--- src/rtl/ble_cmd_rx.sv ---
// ble_cmd_rx: 8N1 UART receiver and power-up authorisation for the balance controller.
// The 'g' command turns the balance enable on. The 's' command turns it off if nobody
// is standing on the board; otherwise it waits until the rider steps off.
// Optional feature macro: CMD_TIMEOUT_EN. It adds a link-loss timeout in PWR1. When it
// expires, the block acts as if CMD_STOP had been received.
module ble_cmd_rx #(
   parameter int          BAUD_DIV = 2604,
   parameter logic [7:0]  CMD_GO   = 8'h67,
   parameter logic [7:0]  CMD_STOP = 8'h73,
   parameter int          TMO_CYC  = 25000000
) (
   input  logic       clk,
   input  logic       rst,
   input  logic       RX,
   input  logic       rider_off,
   output logic [7:0] rx_data,
   output logic       rx_rdy,
   output logic       frm_err,
   output logic       pwr_up
);

   localparam int            CW   = $clog2(BAUD_DIV + 1);
   localparam logic [CW-1:0] HALF = CW'(BAUD_DIV / 2);
   localparam logic [CW-1:0] FULL = CW'(BAUD_DIV);

   typedef enum logic [2:0] {IDLE, START, DATA, STOP, WAIT_HI} rx_state_t;
   typedef enum logic [1:0] {OFF, PWR1, PWR2} auth_state_t;

   logic          rx_meta;
   logic          rx_s;
   rx_state_t     rx_state;
   logic [CW-1:0] baud_cnt;
   logic [3:0]    bit_idx;
   logic [7:0]    shift_reg;
   logic          baud_exp;
   auth_state_t   auth_state;
   logic          got_go;
   logic          got_stop;
   logic          tmo_hit;
   logic          stop_req;

   // Two-flop synchroniser. It resets to the idle (high) level, so a reset release never looks like a start bit.
   always_ff @(posedge clk) begin
      if (rst) begin
         rx_meta <= 1'b1;
         rx_s    <= 1'b1;
      end else begin
         rx_meta <= RX;
         rx_s    <= rx_meta;
      end
   end

   // The counter counts down to 1, so a load of N gives the sample point exactly N clocks later.
   assign baud_exp = (baud_cnt == CW'(1));

   // Receive FSM: detect the start bit, then sample every bit at its midpoint.
   always_ff @(posedge clk) begin
      if (rst) begin
         rx_state  <= IDLE;
         baud_cnt  <= '0;
         bit_idx   <= 4'd0;
         shift_reg <= 8'h00;
         rx_data   <= 8'h00;
         rx_rdy    <= 1'b0;
         frm_err   <= 1'b0;
      end else begin
         rx_rdy  <= 1'b0;
         frm_err <= 1'b0;
         case (rx_state)
            IDLE: begin
               if (!rx_s) begin
                  rx_state <= START;
                  baud_cnt <= HALF;
               end
            end
            START: begin
               if (baud_exp) begin
                  if (rx_s) begin
                     rx_state <= IDLE;
                  end else begin
                     rx_state <= DATA;
                     baud_cnt <= FULL;
                     bit_idx  <= 4'd0;
                  end
               end else begin
                  baud_cnt <= baud_cnt - CW'(1);
               end
            end
            DATA: begin
               if (baud_exp) begin
                  shift_reg <= {rx_s, shift_reg[7:1]};
                  baud_cnt  <= FULL;
                  if (bit_idx == 4'd7) begin
                     rx_state <= STOP;
                  end else begin
                     bit_idx <= bit_idx + 4'd1;
                  end
               end else begin
                  baud_cnt <= baud_cnt - CW'(1);
               end
            end
            STOP: begin
               if (baud_exp) begin
                  if (rx_s) begin
                     rx_data  <= shift_reg;
                     rx_rdy   <= 1'b1;
                     rx_state <= IDLE;
                  end else begin
                     frm_err  <= 1'b1;
                     rx_state <= WAIT_HI;
                  end
               end else begin
                  baud_cnt <= baud_cnt - CW'(1);
               end
            end
            WAIT_HI: begin
               // A held break must not be taken as a new start bit.
               if (rx_s) begin
                  rx_state <= IDLE;
               end
            end
            default: rx_state <= IDLE;
         endcase
      end
   end

   assign got_go   = rx_rdy && (rx_data == CMD_GO);
   assign got_stop = rx_rdy && (rx_data == CMD_STOP);

`ifdef CMD_TIMEOUT_EN
   localparam int TW = $clog2(TMO_CYC + 1);
   logic [TW-1:0] tmo_cnt;

   assign tmo_hit = (auth_state == PWR1) && (tmo_cnt == TW'(TMO_CYC));

   // Link-loss counter. It runs only in PWR1 and restarts on any received byte.
   // It also clears when the timeout fires, because the timeout always leaves PWR1.
   always_ff @(posedge clk) begin
      if (rst) begin
         tmo_cnt <= '0;
      end else if ((auth_state != PWR1) || rx_rdy || tmo_hit) begin
         tmo_cnt <= '0;
      end else begin
         tmo_cnt <= tmo_cnt + TW'(1);
      end
   end
`else
   assign tmo_hit = 1'b0;
`endif

   assign stop_req = got_stop || tmo_hit;

   // Authorisation FSM. pwr_up is loaded with the next state, so it follows the state change with no extra delay.
   always_ff @(posedge clk) begin
      if (rst) begin
         auth_state <= OFF;
         pwr_up     <= 1'b0;
      end else begin
         case (auth_state)
            OFF: begin
               if (got_go) begin
                  auth_state <= PWR1;
                  pwr_up     <= 1'b1;
               end
            end
            PWR1: begin
               if (stop_req) begin
                  if (rider_off) begin
                     auth_state <= OFF;
                     pwr_up     <= 1'b0;
                  end else begin
                     auth_state <= PWR2;
                     pwr_up     <= 1'b1;
                  end
               end
            end
            PWR2: begin
               // rider_off has priority over a GO byte in the same cycle.
               if (rider_off) begin
                  auth_state <= OFF;
                  pwr_up     <= 1'b0;
               end else if (got_go) begin
                  auth_state <= PWR1;
                  pwr_up     <= 1'b1;
               end
            end
            default: begin
               auth_state <= OFF;
               pwr_up     <= 1'b0;
            end
         endcase
      end
   end

endmodule
--- config.mk ---
export PLATFORM = sky130hd
export DESIGN_NAME = ble_cmd_rx
export DESIGN_NICKNAME = d
export VERILOG_FILES = /design/src/rtl/ble_cmd_rx.sv
export SDC_FILE = /design/constraint.sdc
export NUM_CORES = 1
export LEC_CHECK = 0
export BUFFER_PORTS_ARGS = -buffer_cell sky130_fd_sc_hd__buf_2
export CAP_MARGIN = 20
export CORE_UTILIZATION = 55
export CTS_CLUSTER_DIAMETER = 150
export DETAILED_ROUTE_END_ITERATION = 6
export PLACE_DENSITY = 0.74
export SLEW_MARGIN = 0
export SYNTH_ARGS = -nofsm -noshare
export SYNTH_HDL_FRONTEND = slang
export SYNTH_SLANG_ARGS = --single-unit
--- constraint.sdc ---
create_clock -name clk -period 3.3 [get_ports clk]
set_input_delay 0.165 -clock clk [delete_from_list [all_inputs] [get_ports clk]]
set_output_delay 0.165 -clock clk [all_outputs]
set_load 0.02 [all_outputs]
* Word-level counts from Yosys, hierarchy flattened
Index checks and enable logic that the tools add are counted.
** Word-level totals
- Register bits :: 42
- Bits of input ports :: 4
- Output and inout port bits :: 11
- Word-level logic and storage cells :: 80
** Operators by class
- Add/sub/neg operators :: 2
- Eq/ne operators :: 21
- Multiplexer cells :: 32
- Bitwise operators :: 2
- Reductions and logical operators :: 12
** Operator list (number)
- $mux W12 :: 5
- $pmux W12 S4 :: 1
- $mux W3 :: 7
- $ne A2 B2 Y1 const B :: 10
- $eq A8 B7 Y1 const B :: 2
- $mux W4 :: 4
- $pmux W3 S5 :: 1
- $eq A12 B1 Y1 const B :: 1
- $sub A12 B1 Y12 const B :: 1
- $mux W2 :: 5
- $pmux W4 S2 :: 1
- $eq A3 B2 Y1 const B :: 2
- $mux W1 :: 6
- $pmux W2 S3 :: 1
- $reduce_and A6 Y1 :: 1
- $reduce_and A5 Y1 :: 1
- $add A4 B1 Y4 const B :: 1
- $eq A4 B3 Y1 const B :: 1
- $reduce_and A4 Y1 :: 1
- $reduce_bool A4 Y1 :: 1
- $eq A3 B1 Y1 const B :: 1
- $eq A3 B3 Y1 const B :: 1
- $logic_not A3 Y1 :: 1
- $ne A3 B3 Y1 const B :: 1
- other kinds (10) :: 12

* Logic depth before layout (Yosys ltp)
Gate-level depths: netlist (run 1).
- Depth in word-level cells :: 5
- Depth in mapped cells :: 8
- Depth with buffers taken out :: 6

* Least setup slack after synthesis (run 1)
No wires, ideal clock.
- Path kind :: flip-flop to flip-flop
- Start :: reg baud_cnt[4]
- End :: reg baud_cnt[10]
- Setup time :: 86 ps
- Data arrival time :: 2036 ps
- Required time :: 3214 ps
- Setup slack :: 1178 ps
- Cell stages (with the launch flop) :: 7
- Path buffers :: 2
- Clock period less this slack :: 2122 ps
- Cells stage by stage :: dfxtp_1 buf_6 or4_4 buf_6 or4_4 a211o_1 a221oi_2
** Between the ends
- Longest elaborated chain between the ends :: 3
- Elaborated cells between the ends (all ways) :: 9
- Classes of those cells :: 1 x add/sub; 3 x eq/ne; 4 x mux; 1 x reduce/logical
** Ends and longest elaborated chain
- from (decl) :: line 32 : logic [CW-1:0] baud_cnt;
- from (signal assigned) :: line 86 : baud_cnt <= baud_cnt - CW'(1);
- from (signal assigned) :: line 99 : baud_cnt <= baud_cnt - CW'(1);
- from (signal assigned) :: line 113 : baud_cnt <= baud_cnt - CW'(1);
- $sub A12 B1 Y12 / $eq A12 B1 Y1 (equally long branches)
- $mux W12 (tied with other cells) :: line 103 : if (baud_exp) begin
- $pmux W12 S4 / $reduce_and A4 Y1 (equally long branches)
Parallel ways exist; a longest one is shown, timed or not. The select of a mux whose other input is x is not followed.
A chain may end at the register's enable or synchronous reset.

* Final worst setup path (run 1)
- Start :: reg baud_cnt[0]
- End :: reg rx_data[7]
** Between the ends
- Longest elaborated chain between the ends :: 2
** Ends and longest elaborated chain
- $eq A12 B1 Y1 :: line 54 : assign baud_exp = (baud_cnt == CW'(1));
- $reduce_and A3 Y1 (no source line)
- to (signal assigned) :: line 105 : rx_data <= shift_reg;
- to (decl) :: line 16 : output logic [7:0] rx_data,
Every way passes these cells.

==> impl_metrics.xml, run 1 <==
<?xml version="1.0" encoding="UTF-8"?>
<metrics>
  <group name="run_status">
    <metric name="run_status" unit="">finished clean</metric>
  </group>
  <group name="routing">
    <metric name="post_drt_via_cell_ratio" unit="">6.37</metric>
    <metric name="route.detailed.wl_per_inst" unit="um">16.0</metric>
    <metric name="drt_wl_total" unit="um">5170</metric>
    <metric name="route.detailed.drc" unit="">0</metric>
    <metric name="first_iter_violations" unit="">172</metric>
    <metric name="via_count" unit="">2051</metric>
    <metric name="final_antenna_net_count" unit="">0</metric>
    <metric name="first_pass_iters" unit="">4</metric>
  </group>
  <group name="clocking">
    <metric name="cts.sinks" unit="">42</metric>
    <metric name="clock_pin_slew_of_the_registers_on_the_worst_case_setup_and_hold_paths" unit="ns">0.08</metric>
    <metric name="number_of_hold_buffers_added_after_cts" unit="">0</metric>
    <metric name="cts-htree-levels" unit="">2</metric>
    <metric name="cts_resized" unit="">0</metric>
    <metric name="maximum_count_of_clock_buffers_along_a_single_path" unit="">2</metric>
    <metric name="postCtsSetupRepairBufs" unit="">0</metric>
    <metric name="clock_tree_from_tritoncts" unit="">yes</metric>
    <metric name="clk_root_buf" unit="">sky130_fd_sc_hd__clkbuf_8</metric>
    <metric name="insertion_delay" unit="ns">0.30</metric>
    <metric name="cts_inserted_buffers" unit="">5</metric>
  </group>
  <group name="cells_and_area">
    <metric name="area_delta_synth_final" unit="%">7.89</metric>
    <metric name="diodes" unit="">0</metric>
    <metric name="nNetsFinal" unit="">280</metric>
    <metric name="largest_register_ffs" unit="">12</metric>
    <metric name="layout-drive-gt1-share" unit="">0.131</metric>
    <metric name="fillCellCount" unit="">335</metric>
  </group>
  <group name="critical_path">
    <metric name="worstSetupEndpointType" unit="">flop</metric>
    <metric name="reg2regPathDepth" unit="">5</metric>
    <metric name="cp_cell_sequence" unit="">ha_1, or4b_1, or4_1, o21ai_1, a21oi_1</metric>
    <metric name="crit_cells" unit="">5</metric>
    <metric name="worst_setup_path_start_kind" unit="">flop</metric>
    <metric name="r2r-end" unit="">rx_data[7]</metric>
    <metric name="worst-path-buf-inv" unit="">0</metric>
    <metric name="critical_path.startpoint" unit="">baud_cnt[0]</metric>
    <metric name="worstSetupEndpoint" unit="">rx_data[7]</metric>
    <metric name="critPathKind" unit="">flop to flop</metric>
    <metric name="r2r-start" unit="">baud_cnt[0]</metric>
    <metric name="worst_path_maximum_fanout" unit="">9</metric>
    <metric name="cp_data_required_time" unit="ns">3.45</metric>
    <metric name="gate_family_responsible_for_the_most_delay_along_the_worst_path" unit="">simple AND/OR/NAND/NOR gates</metric>
    <metric name="regToRegSetupSlack" unit="ns">1.00</metric>
    <metric name="arrival" unit="ns">2.45</metric>
    <metric name="critical-path-slowest-cell" unit="">sky130_fd_sc_hd__or4_1</metric>
    <metric name="slowest_delay" unit="ns">0.70</metric>
  </group>
  <group name="logic_synthesis">
    <metric name="synth_common_cells" unit="">sky130_fd_sc_hd__dfxtp_1, sky130_fd_sc_hd__a21oi_1, sky130_fd_sc_hd__nand3_1, sky130_fd_sc_hd__nand2_1, sky130_fd_sc_hd__clkbuf_1</metric>
    <metric name="syn-mean-instance-area" unit="um2">8.17</metric>
    <metric name="synth.ff_latch_count" unit="">42</metric>
    <metric name="postSynth.asyncResetShare" unit="">0</metric>
    <metric name="synthMostInstantiatedCell" unit="">sky130_fd_sc_hd__dfxtp_1</metric>
    <metric name="synth_enable_flop_cells" unit="">0</metric>
    <metric name="yosys_warnings" unit="">0</metric>
    <metric name="synth_top_cell_area_share" unit="">0.387</metric>
    <metric name="syn_inst" unit="">266</metric>
    <metric name="yosys-top-cells-area" unit="">sky130_fd_sc_hd__dfxtp_1, sky130_fd_sc_hd__a21oi_1, sky130_fd_sc_hd__nand3_1</metric>
    <metric name="synth-main-ff-cell" unit="">sky130_fd_sc_hd__dfxtp_1</metric>
    <metric name="synth_seq_area_share" unit="">0.387</metric>
    <metric name="synth_cell_types" unit="">53</metric>
    <metric name="synth_area" unit="um2">2170</metric>
    <metric name="synthesis.nets" unit="">273</metric>
    <metric name="synthDominantAreaCellType" unit="">sky130_fd_sc_hd__dfxtp_1</metric>
  </group>
  <group name="sta">
    <metric name="final_critical_path_setup_slack" unit="ns">1.00</metric>
    <metric name="hold_slack" unit="ns">0.0542</metric>
    <metric name="min_period" unit="ns">2.30</metric>
    <metric name="relative_slew_slack" unit="">0.323</metric>
    <metric name="max_clock_freq" unit="MHz">435</metric>
    <metric name="min_period_over_period" unit="">0.697</metric>
    <metric name="setup-tns-final" unit="ns">0</metric>
    <metric name="report.final.hold_viol_count" unit="">0</metric>
    <metric name="grt_setup_unrepaired" unit="">false</metric>
    <metric name="finalMaxSlewViolations" unit="">0</metric>
    <metric name="timing.final.setup_violations" unit="">0</metric>
    <metric name="timing_worst_slew_pin_value" unit="ns">1.00</metric>
    <metric name="final_skew" unit="ns">0.00510</metric>
  </group>
  <group name="placed_design">
    <metric name="port-buffer-count" unit="">14</metric>
    <metric name="gp_congestion" unit="">0.868</metric>
    <metric name="dp_slack" unit="ns">1.01</metric>
    <metric name="dp_hpwl" unit="um">3470</metric>
  </group>
  <group name="grt">
    <metric name="global_route.usage.total" unit="">0.269</metric>
    <metric name="maximum_number_of_pins_on_one_net_before_global_route_repair" unit="">43</metric>
    <metric name="number_of_antenna_violations_at_the_first_check_in_global_routing" unit="">0</metric>
    <metric name="via_count_of_the_first_global_routing_pass" unit="">1895</metric>
    <metric name="grt_remaining_overflow" unit="">0</metric>
    <metric name="grt_pass1_wl" unit="um">8880</metric>
  </group>
  <group name="power_and_ir_drop">
    <metric name="power_density" unit="nW/um2">454</metric>
    <metric name="finalPower" unit="W">0.00106</metric>
    <metric name="leakage" unit="nW">0.806</metric>
    <metric name="vdd_ir_drop_max" unit="mV">0.309</metric>
  </group>
  <group name="floorplanning">
    <metric name="fp.dieW" unit="um">64.8</metric>
    <metric name="overall_die_area" unit="um2">4200</metric>
    <metric name="overall_die_height" unit="um">64.8</metric>
    <metric name="initial_core_utilization" unit="">0.585</metric>
    <metric name="io_pins" unit="">15</metric>
    <metric name="core_area" unit="um2">3720</metric>
    <metric name="site_row_count" unit="">22</metric>
  </group>
  <group name="run">
    <metric name="max_cap_viol_count" unit="">0</metric>
  </group>
  <group name="worst_hold_path">
    <metric name="timing.hold.worst.class" unit="">primary input to flop</metric>
  </group>
</metrics>
## where the power goes
group,switching [W],internal [W]
registers,0.0000249,0.000521
clock network,0.000183,0.000168
logic,0.0000989,0.0000684
## worst min path at each step
stage          slack (ns)  startpoint  cells past startpoint  endpoint
3_5_place_dp         0.35          RX                      2   rx_meta
6_report             0.05          RX                      2   rx_meta
2_1_floorplan        0.27          RX                      1   rx_meta
3_3_place_gp         0.35          RX                      2   rx_meta
5_1_grt              0.07          RX                      2   rx_meta
4_1_cts              0.05          RX                      2   rx_meta
## cell families (layout without fill, tap and decap cells)
| kind of cell | Yosys count | in the layout | synth area share |
|---|---|---|---|
| xor+xnor | 2 | 2 | 0.00807 |
| simple gates | 102 | 102 | 0.276 |
| flops | 42 | 42 | 0.387 |
| fa+ha+maj | 3 | 3 | 0.0173 |
| compound gates | 89 | 89 | 0.256 |
| buf+inv | 28 | 36 | 0.0559 |
## cell type report
class | count | area, um2 | share of cell area
Timing Repair Buffer | 18 | 100 | 0.0427
Tap cell | 48 | 60.1 | 0.0256
Clock inverter | 2 | 12.5 | 0.00534
Inverter | 10 | 37.5 | 0.0160
Multi-Input combinational cell | 196 | 1210 | 0.516
Clock buffer | 6 | 82.6 | 0.0352
Sequential cell | 42 | 841 | 0.359
## through the flow
| step | util | cells | cell area, um2 |
|---|---|---|---|
| after floorplan | - | 266 | 2170 |
| after global placement | 0.605 | 314 | 2250 |
| after detailed placement | 0.605 | 314 | 2250 |
| after CTS | 0.631 | 322 | 2340 |
| after global routing | 0.631 | 322 | 2340 |
| final | 0.631 | 322 | 2340 |
## routing by layer
layer / global-route usage / routed length [um]
met5: 0 / 0
met4: 0.0750 / 61
met3: 0.0581 / 194
met2: 0.411 / 2360
met1: 0.378 / 2550
## layout by cell type (no fill, tap or decap), drive strengths merged, types with 2 or more instances in the layout
cell type  instances
nor4b              3
clkbuf             6
a211o              2
xnor2              2
ha                 3
o21a               3
o22ai              2
nor3               8
nand4              5
a31oi              6
o32ai              3
o211ai             2
o21ai             18
a211oi             7
nand2             18
buf               18
or4                5
or3                3
and4               2
a21o               2
nor4               7
nor2              10
a22oi              2
or2                2
inv               10
nand4b             2
dfxtp             42
nand3             23
a21oi             32
and3               4
o31ai              2
or4b               2
nor3b              3
## worst reg2reg max path, stage by stage, from the launching register on
cell and delay, ns:
sky130_fd_sc_hd__dfxtp_1 0.41, sky130_fd_sc_hd__ha_1 0.19, sky130_fd_sc_hd__or4b_1 0.54, sky130_fd_sc_hd__or4_1 0.70, sky130_fd_sc_hd__o21ai_1 0.21, sky130_fd_sc_hd__a21oi_1 0.09
No activity file was read; power rests on OpenSTA's default activity.
==> inputs of run 2 (changes only) <==
Settings changed: CORE_UTILIZATION 55 to 54, PLACE_DENSITY 0.74 to 0.75.
Clock period 3.3 ns to 1.92 ns, I/O delays scaled along.
==> run 2 against run 1 <==
The flow now finishes with violations (negative setup slack). Clock skew rose by 0.0019 ns. Global-route usage rose by 2.4 points. Sequential cell count did not move. Hold slack improved by 0.015 ns. Non-clock buffer count rose by 46. Worst setup slack got worse by 1.1 ns. Count of clock-buffer cells in the layout fell by 1. Wire length rose by 19%. Critical path type unchanged. Largest power group unchanged. Highest routed layer unchanged.
==> impl_metrics.xml, run 2 (synthesis gave the netlist of run 1 again) <==
<?xml version="1.0" encoding="UTF-8"?>
<metrics>
  <group name="placed_design">
    <metric name="port-buffer-count" unit="">14</metric>
    <metric name="dp_hpwl" unit="um">3860</metric>
    <metric name="gp_congestion" unit="">0.852</metric>
    <metric name="dpl_cell_area" unit="um2">2560</metric>
    <metric name="dp_cells" unit="">353</metric>
  </group>
  <group name="sta">
    <metric name="min_period" unit="ns">1.98</metric>
    <metric name="setup-tns-final" unit="ns">-0.126</metric>
    <metric name="max_clock_freq" unit="MHz">504</metric>
    <metric name="final_skew" unit="ns">0.00696</metric>
    <metric name="relative_slew_slack" unit="">0.477</metric>
    <metric name="report.final.hold_viol_count" unit="">0</metric>
    <metric name="timing_worst_slew_pin_value" unit="ns">0.784</metric>
    <metric name="min_period_over_period" unit="">1.03</metric>
    <metric name="grt_setup_unrepaired" unit="">true</metric>
    <metric name="finalMaxSlewViolations" unit="">0</metric>
    <metric name="final_critical_path_setup_slack" unit="ns">-0.0640</metric>
    <metric name="hold_slack" unit="ns">0.0690</metric>
    <metric name="timing.final.setup_violations" unit="">4</metric>
  </group>
  <group name="power_and_ir_drop">
    <metric name="clkPwrFrac" unit="">0.296</metric>
    <metric name="power.sequential.fraction" unit="">0.462</metric>
    <metric name="leakage" unit="nW">1.06</metric>
    <metric name="power_density" unit="nW/um2">696</metric>
    <metric name="net-switching-power" unit="W">0.000620</metric>
    <metric name="combPwrFrac" unit="">0.242</metric>
    <metric name="intPower" unit="W">0.00138</metric>
    <metric name="vdd_ir_drop_max" unit="mV">0.448</metric>
    <metric name="switching_share" unit="">0.309</metric>
  </group>
  <group name="floorplanning">
    <metric name="fp.dieW" unit="um">65.4</metric>
    <metric name="core_area" unit="um2">3770</metric>
    <metric name="initial_core_utilization" unit="">0.576</metric>
    <metric name="io_pins" unit="">15</metric>
    <metric name="overall_die_height" unit="um">65.4</metric>
    <metric name="site_row_count" unit="">22</metric>
    <metric name="overall_die_area" unit="um2">4280</metric>
  </group>
  <group name="cells_and_area">
    <metric name="mostFrequentLayoutCell" unit="">sky130_fd_sc_hd__buf_4</metric>
    <metric name="largest_register_ffs" unit="">12</metric>
    <metric name="fillCellCount" unit="">258</metric>
    <metric name="nNetsFinal" unit="">326</metric>
    <metric name="layout-drive-gt1-share" unit="">0.325</metric>
    <metric name="layout.cells.non_filler" unit="">368</metric>
    <metric name="layout.cells.most_common_list" unit="">sky130_fd_sc_hd__buf_4, sky130_fd_sc_hd__dfxtp_1, sky130_fd_sc_hd__a21oi_1</metric>
    <metric name="area_delta_synth_final" unit="%">32.5</metric>
    <metric name="diodes" unit="">0</metric>
    <metric name="finish.instance_area" unit="um2">2880</metric>
    <metric name="regArea" unit="um2">851</metric>
    <metric name="multi_input_gate_area_in_the_final_layout" unit="um2">1360</metric>
  </group>
  <group name="grt">
    <metric name="grt_remaining_overflow" unit="">0</metric>
    <metric name="global_route.usage.total" unit="">0.293</metric>
    <metric name="maximum_number_of_pins_on_one_net_before_global_route_repair" unit="">43</metric>
    <metric name="via_count_of_the_first_global_routing_pass" unit="">2159</metric>
    <metric name="number_of_antenna_violations_at_the_first_check_in_global_routing" unit="">0</metric>
    <metric name="grt_pass1_wl" unit="um">9700</metric>
  </group>
  <group name="critical_path">
    <metric name="worst_path_maximum_fanout" unit="">4</metric>
    <metric name="cp_data_required_time" unit="ns">2.14</metric>
    <metric name="worst_setup_path_start_kind" unit="">flop</metric>
    <metric name="critPathKind" unit="">flop to flop</metric>
    <metric name="worstSetupEndpointType" unit="">flop</metric>
    <metric name="arrival" unit="ns">2.20</metric>
    <metric name="r2r-start" unit="">baud_cnt[5]</metric>
    <metric name="critical_path.startpoint" unit="">baud_cnt[5]</metric>
  </group>
  <group name="clocking">
    <metric name="insertion_delay" unit="ns">0.30</metric>
    <metric name="cts-htree-levels" unit="">2</metric>
    <metric name="clk_root_buf" unit="">sky130_fd_sc_hd__clkbuf_8</metric>
    <metric name="clock_pin_slew_of_the_registers_on_the_worst_case_setup_and_hold_paths" unit="ns">0.09</metric>
    <metric name="cts_inserted_buffers" unit="">5</metric>
    <metric name="cts.sinks" unit="">42</metric>
    <metric name="clock_tree_from_tritoncts" unit="">yes</metric>
    <metric name="maximum_count_of_clock_buffers_along_a_single_path" unit="">2</metric>
  </group>
  <group name="routing">
    <metric name="route.detailed.wl_per_inst" unit="um">16.8</metric>
    <metric name="route.detailed.drc" unit="">0</metric>
    <metric name="first_pass_iters" unit="">5</metric>
    <metric name="via_count" unit="">2350</metric>
    <metric name="drt_wl_total" unit="um">6170</metric>
    <metric name="final_antenna_net_count" unit="">0</metric>
    <metric name="post_drt_via_cell_ratio" unit="">6.39</metric>
    <metric name="first_iter_violations" unit="">156</metric>
  </group>
  <group name="worst_hold_path">
    <metric name="hold_path_origin" unit="">rider_off</metric>
    <metric name="timing.hold.worst.class" unit="">primary input to flop</metric>
  </group>
  <group name="run_status">
    <metric name="violations" unit="">negative setup slack</metric>
    <metric name="run_status" unit="">finished, violations left</metric>
  </group>
  <group name="run">
    <metric name="max_cap_viol_count" unit="">0</metric>
  </group>
</metrics>
run 2: cell count changes in the layout (fill, tap and decap cells not counted), sizes merged:
cell / delta
clkbuf: -1
inv: +1
clkinv: -1
buf: +45
clkinvlp: +1
dlygate4sd3: +1
run 2: per-layer routing:
metal  up-vias  global-route usage  share of wire
met5         -                   0              0
met1      1105               0.374           0.43
met4         0               0.130          0.026
met3        20              0.0538          0.065
met2       103               0.478           0.48
li1       1122                   -              -
run 2: metrics by stage:
step	util	power [W]	setup slack, ns
CTS	0.722	0.00195	-0.0736
global placement	0.679	0.00134	-0.0504
floorplan	-	0.00119	-0.0463
detailed placement	0.679	0.00134	-0.0906
finish	0.763	0.00200	-0.0640
global route	0.763	0.00209	-0.110
run 2: final cells by class:
cell class,instances,area share
tap,48,0.0209
multi-input combinational,196,0.473
clock inverter,3,0.00826
timing repair buffer,64,0.163
sequential,42,0.296
inverter,10,0.0148
clock buffer,5,0.0239
run 2: power by group through the flow:
| stage | Clock (W) | Combinational (W) | Sequential [W] |
|---|---|---|---|
| detailed placement | 0 | 0.000401 | 0.000942 |
| finish | 0.000593 | 0.000486 | 0.000925 |
| global placement | 0 | 0.000395 | 0.000941 |
| CTS | 0.000605 | 0.000426 | 0.000922 |
| global route | 0.000645 | 0.000517 | 0.000929 |
| floorplan | 0 | 0.000257 | 0.000936 |
run 2: path summary, 6_finish.rpt:
kind                                 endpoint  slack, ns  depth (start not counted)
worst max-delay path             baud_cnt[10]      -0.06                          4
worst min-delay path            auth_state[1]       0.07                          3
worst max register to register   baud_cnt[10]      -0.06                          4
worst min register to register           rx_s       0.41                          1
run 2: timing repair:
item | CTS | global route
gates cloned | 1 | 0
pin swaps | 2 | 17
endpoints found under the setup margin | 23 | 36
hold buffers | 1 | 0
setup buffers | 2 | 4
gates resized for setup | 11 | 25
endpoints found under the hold margin | 1 | 0
run 2: worst max-delay path, cell delays in order (launching register included):
cell	delay (ns)
sky130_fd_sc_hd__dfxtp_4	0.35
sky130_fd_sc_hd__or4_4	0.55
sky130_fd_sc_hd__or4_4	0.50
sky130_fd_sc_hd__a211o_1	0.31
sky130_fd_sc_hd__a221oi_2	0.20
